### src/rtl/lcd_bus_decoder.sv
// lcd_bus_decoder: decodes an 8080 panel bus into commands, window registers and RAMWR pixel writes.
// Define LCD_BUS_SYNC_EN to put a 2-flop synchronizer ahead of the sample register for a bus not driven from clk.
module lcd_bus_decoder (
   input  logic        clk,
   input  logic        rstn,
   input  logic        lcd_cs,
   input  logic        lcd_rs,
   input  logic        lcd_wr,
   input  logic        lcd_rd,
   input  logic [15:0] lcd_data,
   output logic        cmd_valid,
   output logic [7:0]  cmd_code,
   output logic        pix_valid,
   output logic [15:0] pix_x,
   output logic [15:0] pix_y,
   output logic [15:0] pix_data,
   output logic        frame_done,
   output logic [15:0] win_sc,
   output logic [15:0] win_ec,
   output logic [15:0] win_sp,
   output logic [15:0] win_ep,
   output logic        win_err
);
   typedef enum logic [2:0] {IDLE, CASET, PASET, RAMWR, IGNORE} state_t;
   localparam logic [18:0] BUS_IDLE = {3'b111, 16'h0000};
   localparam logic [15:0] DEF_EC = 16'h00EF;
   localparam logic [15:0] DEF_EP = 16'h013F;
   state_t state, state_n;
   logic [18:0] bus;
   logic s_cs, s_rs, s_wr, s_wr_q, s_cs_q;
   logic [15:0] s_data, px, py, p_start, p_end, new_sc, new_ec, new_sp, new_ep;
   logic [23:0] par;
   logic [1:0] cnt;
   logic [7:0] code;
   logic stb, cmd_stb, dat_stb, par_stb, par_last, pix_stb, cs_rise, last_x, last_y, unused_rd;
   assign unused_rd = lcd_rd;
`ifdef LCD_BUS_SYNC_EN
   // data rides through the same stages as wr so it stays aligned with the strobe
   logic [18:0] sync1, sync2;
   always_ff @(posedge clk or negedge rstn)
      if (!rstn) begin
         sync1 <= BUS_IDLE;
         sync2 <= BUS_IDLE;
      end else begin
         sync1 <= {lcd_cs, lcd_rs, lcd_wr, lcd_data};
         sync2 <= sync1;
      end
   assign bus = sync2;
`else
   assign bus = {lcd_cs, lcd_rs, lcd_wr, lcd_data};
`endif
   always_ff @(posedge clk or negedge rstn)
      if (!rstn) begin
         {s_cs, s_rs, s_wr, s_data} <= BUS_IDLE;
         s_wr_q <= 1'b1;
         s_cs_q <= 1'b1;
      end else begin
         {s_cs, s_rs, s_wr, s_data} <= bus;
         s_wr_q <= s_wr;
         s_cs_q <= s_cs;
      end
   assign code     = s_data[7:0];
   assign stb      = ~s_cs & s_wr & ~s_wr_q;
   assign cmd_stb  = stb & ~s_rs;
   assign dat_stb  = stb & s_rs;
   assign cs_rise  = s_cs & ~s_cs_q;
   assign par_stb  = dat_stb & (state == CASET || state == PASET);
   assign par_last = par_stb & (cnt == 2'd3);
   assign pix_stb  = dat_stb & (state == RAMWR) & ~win_err;
   // par holds the three earlier parameters; the 4th arrives on the bus
   assign p_start  = par[23:8];
   assign p_end    = {par[7:0], code};
   assign new_sc   = state == CASET ? p_start : win_sc;
   assign new_ec   = state == CASET ? p_end : win_ec;
   assign new_sp   = state == PASET ? p_start : win_sp;
   assign new_ep   = state == PASET ? p_end : win_ep;
   assign last_x   = px == win_ec;
   assign last_y   = py == win_ep;
   always_ff @(posedge clk or negedge rstn)
      if (!rstn) state <= IDLE;
      else state <= state_n;
   always_comb begin
      state_n = state;
      if (cmd_stb)
         state_n = code == 8'h2A ? CASET :
                   code == 8'h2B ? PASET :
                   code == 8'h2C ? RAMWR :
                   code == 8'h01 ? IDLE : IGNORE;
      else if (par_last)
         state_n = IDLE;
   end
   always_ff @(posedge clk or negedge rstn)
      if (!rstn) begin
         cmd_valid  <= 1'b0;
         pix_valid  <= 1'b0;
         frame_done <= 1'b0;
         cmd_code   <= '0;
         pix_x      <= '0;
         pix_y      <= '0;
         pix_data   <= '0;
         cnt        <= '0;
         par        <= '0;
         px         <= '0;
         py         <= '0;
         win_sc     <= '0;
         win_ec     <= DEF_EC;
         win_sp     <= '0;
         win_ep     <= DEF_EP;
         win_err    <= 1'b0;
      end else begin
         cmd_valid  <= cmd_stb;
         pix_valid  <= pix_stb;
         frame_done <= pix_stb & last_x & last_y;
         if (cmd_stb) cmd_code <= code;
         if (cmd_stb || cs_rise) cnt <= '0;
         else if (par_stb) cnt <= cnt + 2'd1;
         if (par_stb) par <= {par[15:0], code};
         if (cmd_stb && code == 8'h01) begin
            win_sc  <= '0;
            win_ec  <= DEF_EC;
            win_sp  <= '0;
            win_ep  <= DEF_EP;
            win_err <= 1'b0;
         end else if (par_last) begin
            win_sc  <= new_sc;
            win_ec  <= new_ec;
            win_sp  <= new_sp;
            win_ep  <= new_ep;
            win_err <= (new_sc > new_ec) || (new_sp > new_ep);
         end
         if (cmd_stb && code == 8'h2C) begin
            px <= win_sc;
            py <= win_sp;
         end else if (pix_stb) begin
            pix_x    <= px;
            pix_y    <= py;
            pix_data <= s_data;
            px       <= last_x ? win_sc : px + 16'd1;
            py       <= last_x ? (last_y ? win_sp : py + 16'd1) : py;
         end
      end
endmodule

### config.mk
export PLATFORM = sky130hd
export DESIGN_NAME = lcd_bus_decoder
export DESIGN_NICKNAME = d
export VERILOG_FILES = /design/src/rtl/lcd_bus_decoder.sv
export SDC_FILE = /design/constraint.sdc
export NUM_CORES = 1
export LEC_CHECK = 0
export ABC_AREA = 1
export BUFFER_PORTS_ARGS = -buffer_cell sky130_fd_sc_hd__buf_2
export CAP_MARGIN = 20
export CORE_MARGIN = 4
export CORE_UTILIZATION = 40
export DETAILED_ROUTE_END_ITERATION = 8
export HOLD_SLACK_MARGIN = 0.06
export PLACE_DENSITY = 0.57
export SYNTH_ARGS = -nofsm -noshare
export SYNTH_HDL_FRONTEND = slang
export SYNTH_SLANG_ARGS = --single-unit
### constraint.sdc
create_clock -name clk -period 2.5 [get_ports clk]
set_input_delay 0.375 -clock clk [delete_from_list [all_inputs] [get_ports clk]]
set_output_delay 0.375 -clock clk [all_outputs]
set_load 0.05 [all_outputs]
# Word-level counts from Yosys, hierarchy flattened
# Index checks and enable logic that the tools add are counted.
[word_totals]
input_bits = 22
word_cells = 96
output_inout_bits = 124
regBits = 206
[op_classes]
eq_ne = 10
order_cmp = 2
add_sub_neg = 3
reduce_logical = 12
n_bitwise = 17
mux = 29
[op_table]
columns = ["op", "count"]
rows = [
  ["two-way mux 16 bit", 19],
  ["adder 16 x 1 -> 16 bit (second input constant)", 2],
  ["equality test 16 bit", 2],
  ["> comparator 16 bit", 2],
  ["equality test 8 x 6 -> 1 bit (second input constant)", 3],
  ["two-way mux 3 bit", 6],
  ["AND 1 bit", 11],
  ["nonzero test 2 bit", 5],
  ["equality test 8 x 1 -> 1 bit (second input constant)", 1],
  ["equality test 3 x 2 -> 1 bit (second input constant)", 2],
  ["NOT 1 bit", 6],
  ["two-way mux 2 bit", 2],
  ["AND reduction 2 bit", 2],
  ["equality test 3 x 1 -> 1 bit (second input constant)", 1],
  ["logical OR 1 bit", 3],
  ["adder 2 x 1 -> 2 bit (second input constant)", 1],
  ["equality test 2 bit (second input constant)", 1],
  ["logical AND 1 bit", 2],
  ["two-way mux 1 bit", 2],
]

# Logic depth before layout (Yosys ltp)
# Gate-level depths: netlist of run 1.
[logic_depth]
ltp_word = 8
mapped_depth = 21

# Worst setup path before layout of run 1
# OpenSTA, ideal clock, no wires.
[synth_timing]
path_kind = "reg-to-reg"
start = "register state[0]"
end = "register win_err"
path_buffers = 2
setup_time_ns = 0.118
t_arrival_ns = 2.037
stages_incl_launch_ff = 15
path_slack_ns = 0.345
cell_sequence = "dfrtp_1 -> nor2_1 -> nand2_1 -> buf_2 -> clkbuf_1 -> nand2_1 -> o21ai_0 -> ha_1 -> nand2_1 -> nor4_1 -> nand3_1 -> nand2_1 -> nand2_1 -> nand2_1 -> nand2_1"
[synth_via]
elab_chain_cells = 6
elab_cells_between_ends = 15
[synth_rtl]
columns = ["item", "line_no", "source"]
rows = [
  ["from (decl)", "28", "state_t state, state_n;"],
  ["from (signal assigned)", "81", "else state <= state_n;"],
  ["equality test 3 x 1 -> 1 bit or equality test 3 x 2 -> 1 bit (tied branches)", "n/a", ""],
  ["two-way mux 16 bit, on equally long branches", "n/a", ""],
  ["> comparator 16 bit", "129", "win_err <= (new_sc > new_ec) || (new_sp > new_ep);"],
  ["logical OR 1 bit", "129", ""],
  ["two-way mux 1 bit", "124", "end else if (par_last) begin"],
  ["two-way mux 1 bit", "118", "if (cmd_stb && code == 8'h01) begin"],
  ["to (signal assigned)", "129", ""],
  ["to (decl)", "22", "output logic win_err"],
]
# Parallel ways exist; a longest one is shown, timed or not. The select of a mux whose other input is x is not followed.
# A chain may end at the register's enable or synchronous reset.

# Worst setup path in the final report of run 1
[layout_timing]
start = "register state[2]"
end = "register win_err"
# The elaborated chain is that of the path after synthesis.

==> results of run 1 <==
## placed cells by master, fill, tap and decap left out, types with 8 or more instances in the layout
| master | count |
|---|---|
| o21ai_0 | 158 |
| nand4_1 | 17 |
| xor2_1 | 15 |
| a21oi_1 | 19 |
| a22oi_1 | 11 |
| nand2_1 | 471 |
| a22o_1 | 10 |
| dfstp_2 | 19 |
| nand3b_1 | 8 |
| o22ai_1 | 20 |
| dfrtp_1 | 187 |
| nor2_1 | 60 |
| inv_2 | 13 |
| buf_2 | 143 |
| ha_1 | 35 |
| buf_4 | 21 |
| nand3_1 | 63 |
| clkbuf_16 | 25 |
| nand2_4 | 8 |
| inv_1 | 115 |
| dlygate4sd3_1 | 20 |
## worst max path at each step
| stage | end | depth (start not counted) |
|---|---|---|
| after floorplan | win_err$_DFFE_PN0P_ | 14 |
| after global placement | win_err$_DFFE_PN0P_ | 13 |
| after detailed placement | win_err$_DFFE_PN0P_ | 13 |
| after CTS | win_sc[10]$_DFFE_PN0P_ | 10 |
| after global routing | win_err$_DFFE_PN0P_ | 14 |
| final | win_err$_DFFE_PN0P_ | 13 |
## metrics by stage
stage,area [um2],std cells
global route,12750,1832
CTS,12730,1832
global placement,11670,1767
floorplan,10470,1319
finish,12750,1833
detailed placement,11670,1767
## state kept, by name (all words and copies together) (netlist names), 2 cells and up
signal and count:
cmd_code 8, cnt 2, par 24, pix_data 16
pix_x 16, pix_y 16, px 16, py 16
s_data 16, state 3, win_ec 16, win_ep 16
win_sc 16, win_sp 16
## cell families (layout without fill, tap and decap cells)
| logic type | Yosys count | after routing | synth area share [%] |
|---|---|---|---|
| XOR/XNOR | 17 | 17 | 1.422 |
| buffers and inverters | 184 | 367 | 7.168 |
| other | 0 | 1 | 0 |
| multiplexers | 1 | 1 | 0.09558 |
| flip-flops | 206 | 206 | 49.45 |
| adder cells (fa/ha/maj) | 35 | 35 | 4.182 |
| AND/OR/NAND/NOR | 645 | 645 | 25.62 |
| AO/OA/AOI/OAI | 231 | 231 | 12.07 |
## where the power goes
group / leakage [nW] / internal, mW / total, mW / switching [mW]
Clock: 0.412 / 2.37 / 3.83 / 1.46
Sequential: 2.76 / 3.39 / 3.44 / 0.0499
Combinational: 3.54 / 0.136 / 0.470 / 0.334
## final cells by class
cell class | instances | share of cell area [%]
Sequential cell | 206 | 40.62
Multi-Input combinational cell | 929 | 35.84
Timing Repair Buffer | 192 | 9.628
Clock buffer | 34 | 5.486
Inverter | 130 | 3.867
Tap cell | 330 | 3.239
Clock inverter | 11 | 1.296
Antenna cell | 1 | 0.01963
## layer usage
metal / part of all wire [%] / global-route usage [%] / vias up
li1: - / - / 4607
met1: 46 / 34.31 / 4452
met2: 45 / 36.11 / 305
met3: 7.4 / 4.333 / 48
met4: 2.0 / 5.495 / 0
met5: 0 / 0 / -
## what timing repair did
action,CTS,global route
hold buffers,20,0
resized for setup,0,9
setup endpoints to repair,0,22
hold endpoints to repair,68,0
==> results.toml, run 1 <==
[drt]
ant_nets = 0
detail_route.wirelength_mm = 33.32
drt_iter0_markers = 850
firstDrtPassIters = 5
drc = 0
vias = 9412
vias_per_cell = 5.135
wl_per_cell_um = 18.18

[die]
die_y_um = 169.8
die_area_mm2 = 0.02883
die_w_um = 169.8
coreArea_mm2 = 0.02547
initial_utilization_pct = 41.11
std_cell_rows = 58
design.portCount = 146

[final_layout]
n_fill_cell = 2464
multi_input_area_mm2 = 0.004569
seq_area_mm2 = 0.005179
area_delta_synth_final_pct = 21.73
nNetsFinal = 1541
final_util_pct = 50.05
layout-drive-gt1-share_pct = 17.91

[worst_hold_path]
holdPathStages = 0
min-delay-path-class = "reg2reg"
whs_endpoint = "s_cs_q$_DFF_PN1_"
hold_start = "s_cs$_DFF_PN1_"

[clock_network]
postCtsSetupRepairBufs = 0
cts_buffer_depth = 3
htreeDepth = 1
cts-root-buf = "clkbuf_16"
cts.sinks = 206
clkTransAtPathRegs_ns = 0.06
cts_made_buffers = 25
tritoncts = "done"
clk_latency_ns = 0.52

[setup_path]
cpPeakStageDelay_ns = 0.40
end_kind = "flip-flop"
cp_common_cell = "nand2_1"
rr_worst_depth = 13
worstSetupStartpointType = "flip-flop"
worstPathArrival_ns = 2.66
reg2reg_slack_ns = 0.25
path_max_fanout = 65
startpoint = "state[2]$_DFFE_PN0P_"
crit_family = "compound AO/OA/AOI/OAI gates"
slowest_stage = "dfrtp_1"
path_cells = "inv_1, nand3_2, buf_12, o21ai_0, ha_1, a21oi_1, o21ai_0, a21oi_1, nand2_1, nand2_1, nand2_1, nand2_1, nand2_1"
crit_required_ns = 2.92
crit_type = "reg2reg"
rr_endpoint = "win_err$_DFFE_PN0P_"
path_buf_inv = 2
r2r-start = "state[2]$_DFFE_PN0P_"

[synthesis]
ys_seq_area_share_pct = 49.45
synth.most_common_cell = "nand2_1"
ys_ff_latch = 206
syn_nets = 1376
netlist_instances = 1319
async_flop_share_pct = 100.0
synth_top_cell_by_area = "dfrtp_1"
yosysWarnings = 0
synth_edf_count = 0
yosysTopAreaCellShare_pct = 44.68
syn_avg_cell_area_um2 = 7.940
synthFlopType = "dfrtp_1"
synth_commonest_cells = "nand2_1, dfrtp_1, o21ai_0"
synth_area_mm2 = 0.01047
synthTopCellsByArea = "dfrtp_1, nand2_1, o21ai_0"
ys_types = 36

[sta]
slew_viol_final = 0
skew_ns = 0.01643
worst_slew_pin_slew_ns = 0.5573
max-slew-margin-rel_pct = 62.81
finalWorstSetupSlack_ns = 0.2545
setup_viol = 0
period_minus_slack_ns = 2.245
max_freq_mhz = 445.3
finalSetupTns_ns = 0
finalHoldViolCount = 0
whs_ns = 0.3707
min_period_over_period_pct = 89.82

[global_routing]
grt_pass1_wl_mm = 52.95
grt_pass1_vias = 9054
grt_start_max_net_pins = 66
overflow = 0
track_usage_pct = 23.39
antenna_found_initial = 1

[placed_design]
globalplace.congestion = 0.8994
port_buffers = 144
hpwlAfterDp_mm = 24.32
place_ws_ns = 0.1628

[power]
ir_drop_v = 0.0005656
pwr_density_cell_mw_per_mm2 = 607.2
power_mw = 7.741
power_leakage_nw = 6.714

[flow_run]
max_cap_violations = 0

[outcome]
status = "finished, final reports clean"
(Power assumes the default switching activity.)
==> inputs of run 2 (changes only) <==
==> constraint.sdc (replaced) <==
create_clock -name clk -period 2.5 [get_ports clk]
set_input_delay 0.125 -clock clk [delete_from_list [all_inputs] [get_ports clk]]
set_output_delay 0.125 -clock clk [all_outputs]
set_load 0.05 [all_outputs]
==> run 2 against run 1 <==
  * Die area stayed put
  * Power shrank 2.9%
  * Core utilization shrank 0.16 points
  * Clock skew down 0.0012 ns
  * Sequential cell count unchanged
  * Worst hold slack got worse by 0.17 ns
  * Final area fell by 0.31%
  * Wire length up 0.85%
  * Critical path type unchanged
  * Largest power group unchanged
==> results.toml, run 2 (synthesis results as in run 1) <==
[final_layout]
n_fill_cell = 2505
final_cell_mix = "nand2_1, dfrtp_1, o21ai_0"
final_util_pct = 49.89
largest_reg_flops = 24
final_design_area_no_fill_mm2 = 0.01271
instances_no_fill = 1834
insertedDiodeCount = 0
largest_register = "par"
nNetsFinal = 1543
layout-drive-gt1-share_pct = 17.82
final_common_cell = "nand2_1"
area_delta_synth_final_pct = 21.35

[setup_path]
crit_required_ns = 2.91
rr_endpoint = "win_err$_DFFE_PN0P_"
end_kind = "flip-flop"
path_buf_inv = 1
crit_family = "simple AND/OR/NAND/NOR gates"
r2r-start = "state[0]$_DFFE_PN0P_"
worstSetupStartpointType = "flip-flop"
startpoint = "state[0]$_DFFE_PN0P_"
path_cells = "nor2_1, nand2_2, buf_4, nand2_1, o21ai_0, ha_1, nand2_1, nor4_4, nand3_1, nand2_1, nand2_1, nand2_1, nand2_1"
slowest_stage = "dfrtp_1"
rr_worst_depth = 13
crit_type = "reg2reg"
cp_common_cell = "nand2_1"
reg2reg_slack_ns = 0.14
worstPathArrival_ns = 2.76
cpPeakStageDelay_ns = 0.41
path_max_fanout = 13

[drt]
drc = 0
wl_per_cell_um = 18.32
drt_iter0_markers = 939
detail_route.wirelength_mm = 33.60
vias = 9527
vias_per_cell = 5.195
ant_nets = 0
firstDrtPassIters = 5

[sta]
finalSetupTns_ns = 0
worst_slew_pin_slew_ns = 0.6873
period_minus_slack_ns = 2.359
skew_ns = 0.01522
finalHoldViolCount = 0
min_period_over_period_pct = 94.34
max_freq_mhz = 424.0
slew_viol_final = 0
max-slew-margin-rel_pct = 54.18
setup_viol = 0

[global_routing]
track_usage_pct = 23.29
grt_start_max_net_pins = 80
antenna_found_initial = 0
overflow = 0
grt_pass1_vias = 9021
grt_pass1_wl_mm = 52.54

[die]
initial_utilization_pct = 41.11
die_y_um = 169.8
die_w_um = 169.8
design.portCount = 146
die_area_mm2 = 0.02883
coreArea_mm2 = 0.02547
std_cell_rows = 58

[placed_design]
hpwlAfterDp_mm = 24.64
port_buffers = 144
placedCellCount = 1769
post_dp_cell_area_mm2 = 0.01167
globalplace.congestion = 0.8907

[clock_network]
cts-root-buf = "clkbuf_16"
tritoncts = "done"
clk_latency_ns = 0.52
cts_made_buffers = 25
cts.sinks = 206
htreeDepth = 1
postCtsSetupRepairBufs = 0
cts_buffer_depth = 3
clkTransAtPathRegs_ns = 0.06

[flow_run]
max_cap_violations = 0

[worst_hold_path]
min-delay-path-class = "in2async"

[power]
ir_drop_v = 0.0005924
power_leakage_nw = 6.712
pwr_density_cell_mw_per_mm2 = 591.4

[outcome]
status = "finished, final reports clean"
-- run 2: cell count changes in the layout (fill, tap and decap cells not counted), moves of 2 or more --
cell / delta
clkbuf_8: +5
clkinvlp_4: -4
buf_4: +3
bufinv_16: -3
clkbuf_1: +2
-- run 2: final cells by class --
type / instances / area [um2] / share of cell area (%)
Clock buffer: 41 / 775.7 / 6.104
Clock inverter: 4 / 45.04 / 0.3544
Inverter: 130 / 493.0 / 3.879
Multi-Input combinational cell: 929 / 4573 / 35.99
Sequential cell: 206 / 5179 / 40.75
Tap cell: 330 / 412.9 / 3.249
Timing Repair Buffer: 194 / 1230 / 9.678
-- run 2: where the power goes --
part	switching (mW)	total (mW)	leakage [nW]	internal (mW)
logic	0.341	0.479	3.55	0.138
clock network	1.39	3.59	0.407	2.20
registers	0.0485	3.44	2.76	3.39
total	1.78	7.52	6.71	5.73
-- run 2: what timing repair did --
item | 4_1_cts | 5_1_grt
gates resized for setup | 0 | 8
endpoints found under the setup margin | 0 | 10
hold endpoints to repair | 83 | 0
hold buffers | 20 | 0
-- run 2: how the worst max path moves through the flow --
stage                               end  cells after the start  slack [ns]
floorplan           win_err$_DFFE_PN0P_                     14        0.35
global placement    win_err$_DFFE_PN0P_                     13        0.11
detailed placement  win_err$_DFFE_PN0P_                     13        0.06
CTS                 win_err$_DFFE_PN0P_                     13        0.05
global route        win_err$_DFFE_PN0P_                     13      -0.004
finish              win_err$_DFFE_PN0P_                     13        0.14
-- run 2: through the flow --
stage / hold slack (ns) / power (mW) / setup WS (ns)
2_1_floorplan: -0.1706 / 3.741 / 0.3453
3_3_place_gp: 0.2187 / 3.954 / 0.1085
3_5_place_dp: 0.2171 / 3.957 / 0.05669
4_1_cts: 0.2224 / 7.603 / 0.05147
5_1_grt: 0.2395 / 7.811 / -0.003565
6_report: 0.2050 / 7.516 / 0.1414
-- run 2: per-layer routing --
layer	share of wire [%]	vias up	track usage, %
li1	-	4612	-
met1	46	4575	34.44
met2	45	295	35.97
met3	7.8	45	4.356
met4	1.7	0	4.725
met5	0	-	0
-- run 2: worst reg2reg max path: cells and delay by family (launching register included) --
family	cells	cell delay (ns)
flip-flops	1	0.41
AO/OA/AOI/OAI	1	0.14
buffers and inverters	1	0.23
adder cells (fa/ha/maj)	1	0.31
AND/OR/NAND/NOR	10	1.15
==> inputs of run 3 (changes only) <==
--- a/config.mk
+++ b/config.mk
@@ -12,7 +12,7 @@
 export CORE_UTILIZATION = 40
 export DETAILED_ROUTE_END_ITERATION = 8
 export HOLD_SLACK_MARGIN = 0.06
-export PLACE_DENSITY = 0.57
+export PLACE_DENSITY = 0.59
 export SYNTH_ARGS = -nofsm -noshare
 export SYNTH_HDL_FRONTEND = slang
 export SYNTH_SLANG_ARGS = --single-unit
==> constraint.sdc (replaced) <==
create_clock -name clk -period 2 [get_ports clk]
set_input_delay 0.1 -clock clk [delete_from_list [all_inputs] [get_ports clk]]
set_output_delay 0.1 -clock clk [all_outputs]
set_load 0.05 [all_outputs]
==> run 3 against run 2 <==
  * The run now ends with setup timing left
  * Sequential power is 25% higher
  * Wire length up 1.2%
  * Register-to-register slack got worse by 0.34 ns
  * Sequential cell count unchanged
  * Power grew 26%
  * First-iteration DRC count fell by 15%
  * Critical path depth did not move
  * Worst hold slack got worse by 0.11 ns
  * Die area did not move
  * Non-clock buffer count grew 91
  * Via count rose by 3.0%
  * Count of clock-buffer cells in the layout decreased by 4
  * Critical path type unchanged
  * Critical endpoint unchanged
  * Largest power group unchanged
==> results.toml, run 3 (synthesis results as in run 1) <==
[global_routing]
grt_pass1_vias = 9454
grt_pass1_wl_mm = 53.89
track_usage_pct = 23.62
overflow = 0
antenna_found_initial = 0
grt_start_max_net_pins = 89

[final_layout]
final_design_area_no_fill_mm2 = 0.01354
final_common_cell = "nand2_1"
n_fill_cell = 2442
largest_register = "par"
instances_no_fill = 1927
nNetsFinal = 1634
area_delta_synth_final_pct = 29.27
layout-drive-gt1-share_pct = 22.99
largest_reg_flops = 24
final_util_pct = 53.15
final_cell_mix = "nand2_1, dfrtp_1, buf_2"

[die]
initial_utilization_pct = 41.11
design.portCount = 146
die_area_mm2 = 0.02883
die_w_um = 169.8
coreArea_mm2 = 0.02547
die_y_um = 169.8
std_cell_rows = 58

[clock_network]
cts.sinks = 206
clkTransAtPathRegs_ns = 0.06
cts_made_buffers = 25
htreeDepth = 1
clk_latency_ns = 0.53
cts_buffer_depth = 3
tritoncts = "done"
cts-root-buf = "clkbuf_16"

[drt]
detail_route.wirelength_mm = 34.01
ant_nets = 0
wl_per_cell_um = 17.65
drc = 0
vias = 9815
firstDrtPassIters = 6
vias_per_cell = 5.093
drt_iter0_markers = 794

[setup_path]
crit_type = "reg2reg"
rr_worst_depth = 13
worstSetupStartpointType = "flip-flop"
worstPathArrival_ns = 2.62
path_max_fanout = 8
crit_required_ns = 2.41
r2r-start = "state[0]$_DFFE_PN0P_"
end_kind = "flip-flop"
reg2reg_slack_ns = -0.20
startpoint = "state[0]$_DFFE_PN0P_"
rr_endpoint = "win_err$_DFFE_PN0P_"

[sta]
min_period_over_period_pct = 110.1
period_minus_slack_ns = 2.203
skew_ns = 0.01354
finalHoldViolCount = 0
setup_viol = 1
slew_viol_final = 0
max-slew-margin-rel_pct = 63.79
worst_slew_pin_slew_ns = 0.5425
rsz0062_at_grt = "yes"
max_freq_mhz = 454.0
whs_ns = 0.09522
finalWorstSetupSlack_ns = -0.2028

[worst_hold_path]
min-delay-path-class = "in2async"

[power]
switching_share_pct = 24.26
p_sw_mw = 2.298
power_frac_clock_pct = 47.9
p_int_mw = 7.176
ir_drop_v = 0.0009000
power_leakage_nw = 7.183
pwr_density_cell_mw_per_mm2 = 699.9
power_mw = 9.475
p_comb_share_pct = 6.7
power_frac_seq_pct = 45.4

[outcome]
status = "complete, but fails checks"
violations = "setup timing"

[placed_design]
port_buffers = 144
hpwlAfterDp_mm = 24.89
placedCellCount = 1853
globalplace.congestion = 0.9108
post_dp_cell_area_mm2 = 0.01238

[flow_run]
max_cap_violations = 0
run 3: cell count changes in the layout (fill, tap and decap cells not counted), moves of 3 or more:
cell	delta
buf_12	+7
buf_4	+81
clkbuf_8	-5
inv_1	-3
o21ai_0	-29
o21ai_1	+27
run 3: per-layer routing:
metal  GRT usage, %  part of all wire, %  wire (um)
met3          4.635                  7.4       2512
met4          5.460                  1.9        656
met1          34.76                   47      15850
met2          36.20                   44      14990
met5              0                    0          0
run 3: critical path, cell delays in order (launching register included):
cell and delay (ns):
dfrtp_1 0.43, nor2_4 0.12, nand2_4 0.12, buf_6 0.16, o21ai_0 0.25, ha_1 0.30, nand2_1 0.13, o21ai_0 0.13
a21oi_1 0.14, nand2_1 0.07, nand2_1 0.08, nand2_1 0.05, nand2_1 0.05, nand2_1 0.05
run 3: per-stage QoR:
| stage | TNS (ns) | setup WS [ns] |
|---|---|---|
| finish | -0.2028 | -0.2028 |
| floorplan | 0 | 0.002389 |
| global placement | -1.521 | -0.1632 |
| detailed placement | -2.479 | -0.2408 |
| global route | -0.3673 | -0.3673 |
| CTS | -0.1650 | -0.1650 |
run 3: power groups by stage:
| stage | combinational (mW) | sequential, mW | clock, mW |
|---|---|---|---|
| after floorplan | 0.200 | 4.48 | 0 |
| after global placement | 0.596 | 4.37 | 0 |
| after detailed placement | 0.602 | 4.37 | 0 |
| after CTS | 0.639 | 4.30 | 4.63 |
| after global routing | 0.712 | 4.30 | 4.81 |
| final | 0.639 | 4.30 | 4.54 |
run 3: layout make-up:
type | count | area [um2] | area share (%)
timing repair buffer | 285 | 2028 | 14.98
tap | 330 | 412.9 | 3.050
antenna | 1 | 2.502 | 0.01848
multi-input combinational | 929 | 4601 | 33.98
inverter | 130 | 496.7 | 3.669
clock inverter | 9 | 107.6 | 0.7948
sequential | 206 | 5179 | 38.25
clock buffer | 37 | 710.7 | 5.250
run 3: worst max-delay path by stage:
stage	end	slack [ns]	cells past startpoint
after global placement	win_err$_DFFE_PN0P_	-0.16	13
after floorplan	win_err$_DFFE_PN0P_	0.002	14
final	win_err$_DFFE_PN0P_	-0.20	13
after detailed placement	win_err$_DFFE_PN0P_	-0.24	13
after global routing	win_err$_DFFE_PN0P_	-0.37	17
after CTS	win_err$_DFFE_PN0P_	-0.16	13
run 3: what timing repair did:
item,4_1_cts,5_1_grt
setup buffers,1,5
hold buffers,20,0
cloned,2,0
hold endpoints to repair,212,0
gates resized for setup,24,19
pin swaps,7,2
endpoints found under the setup margin,24,20
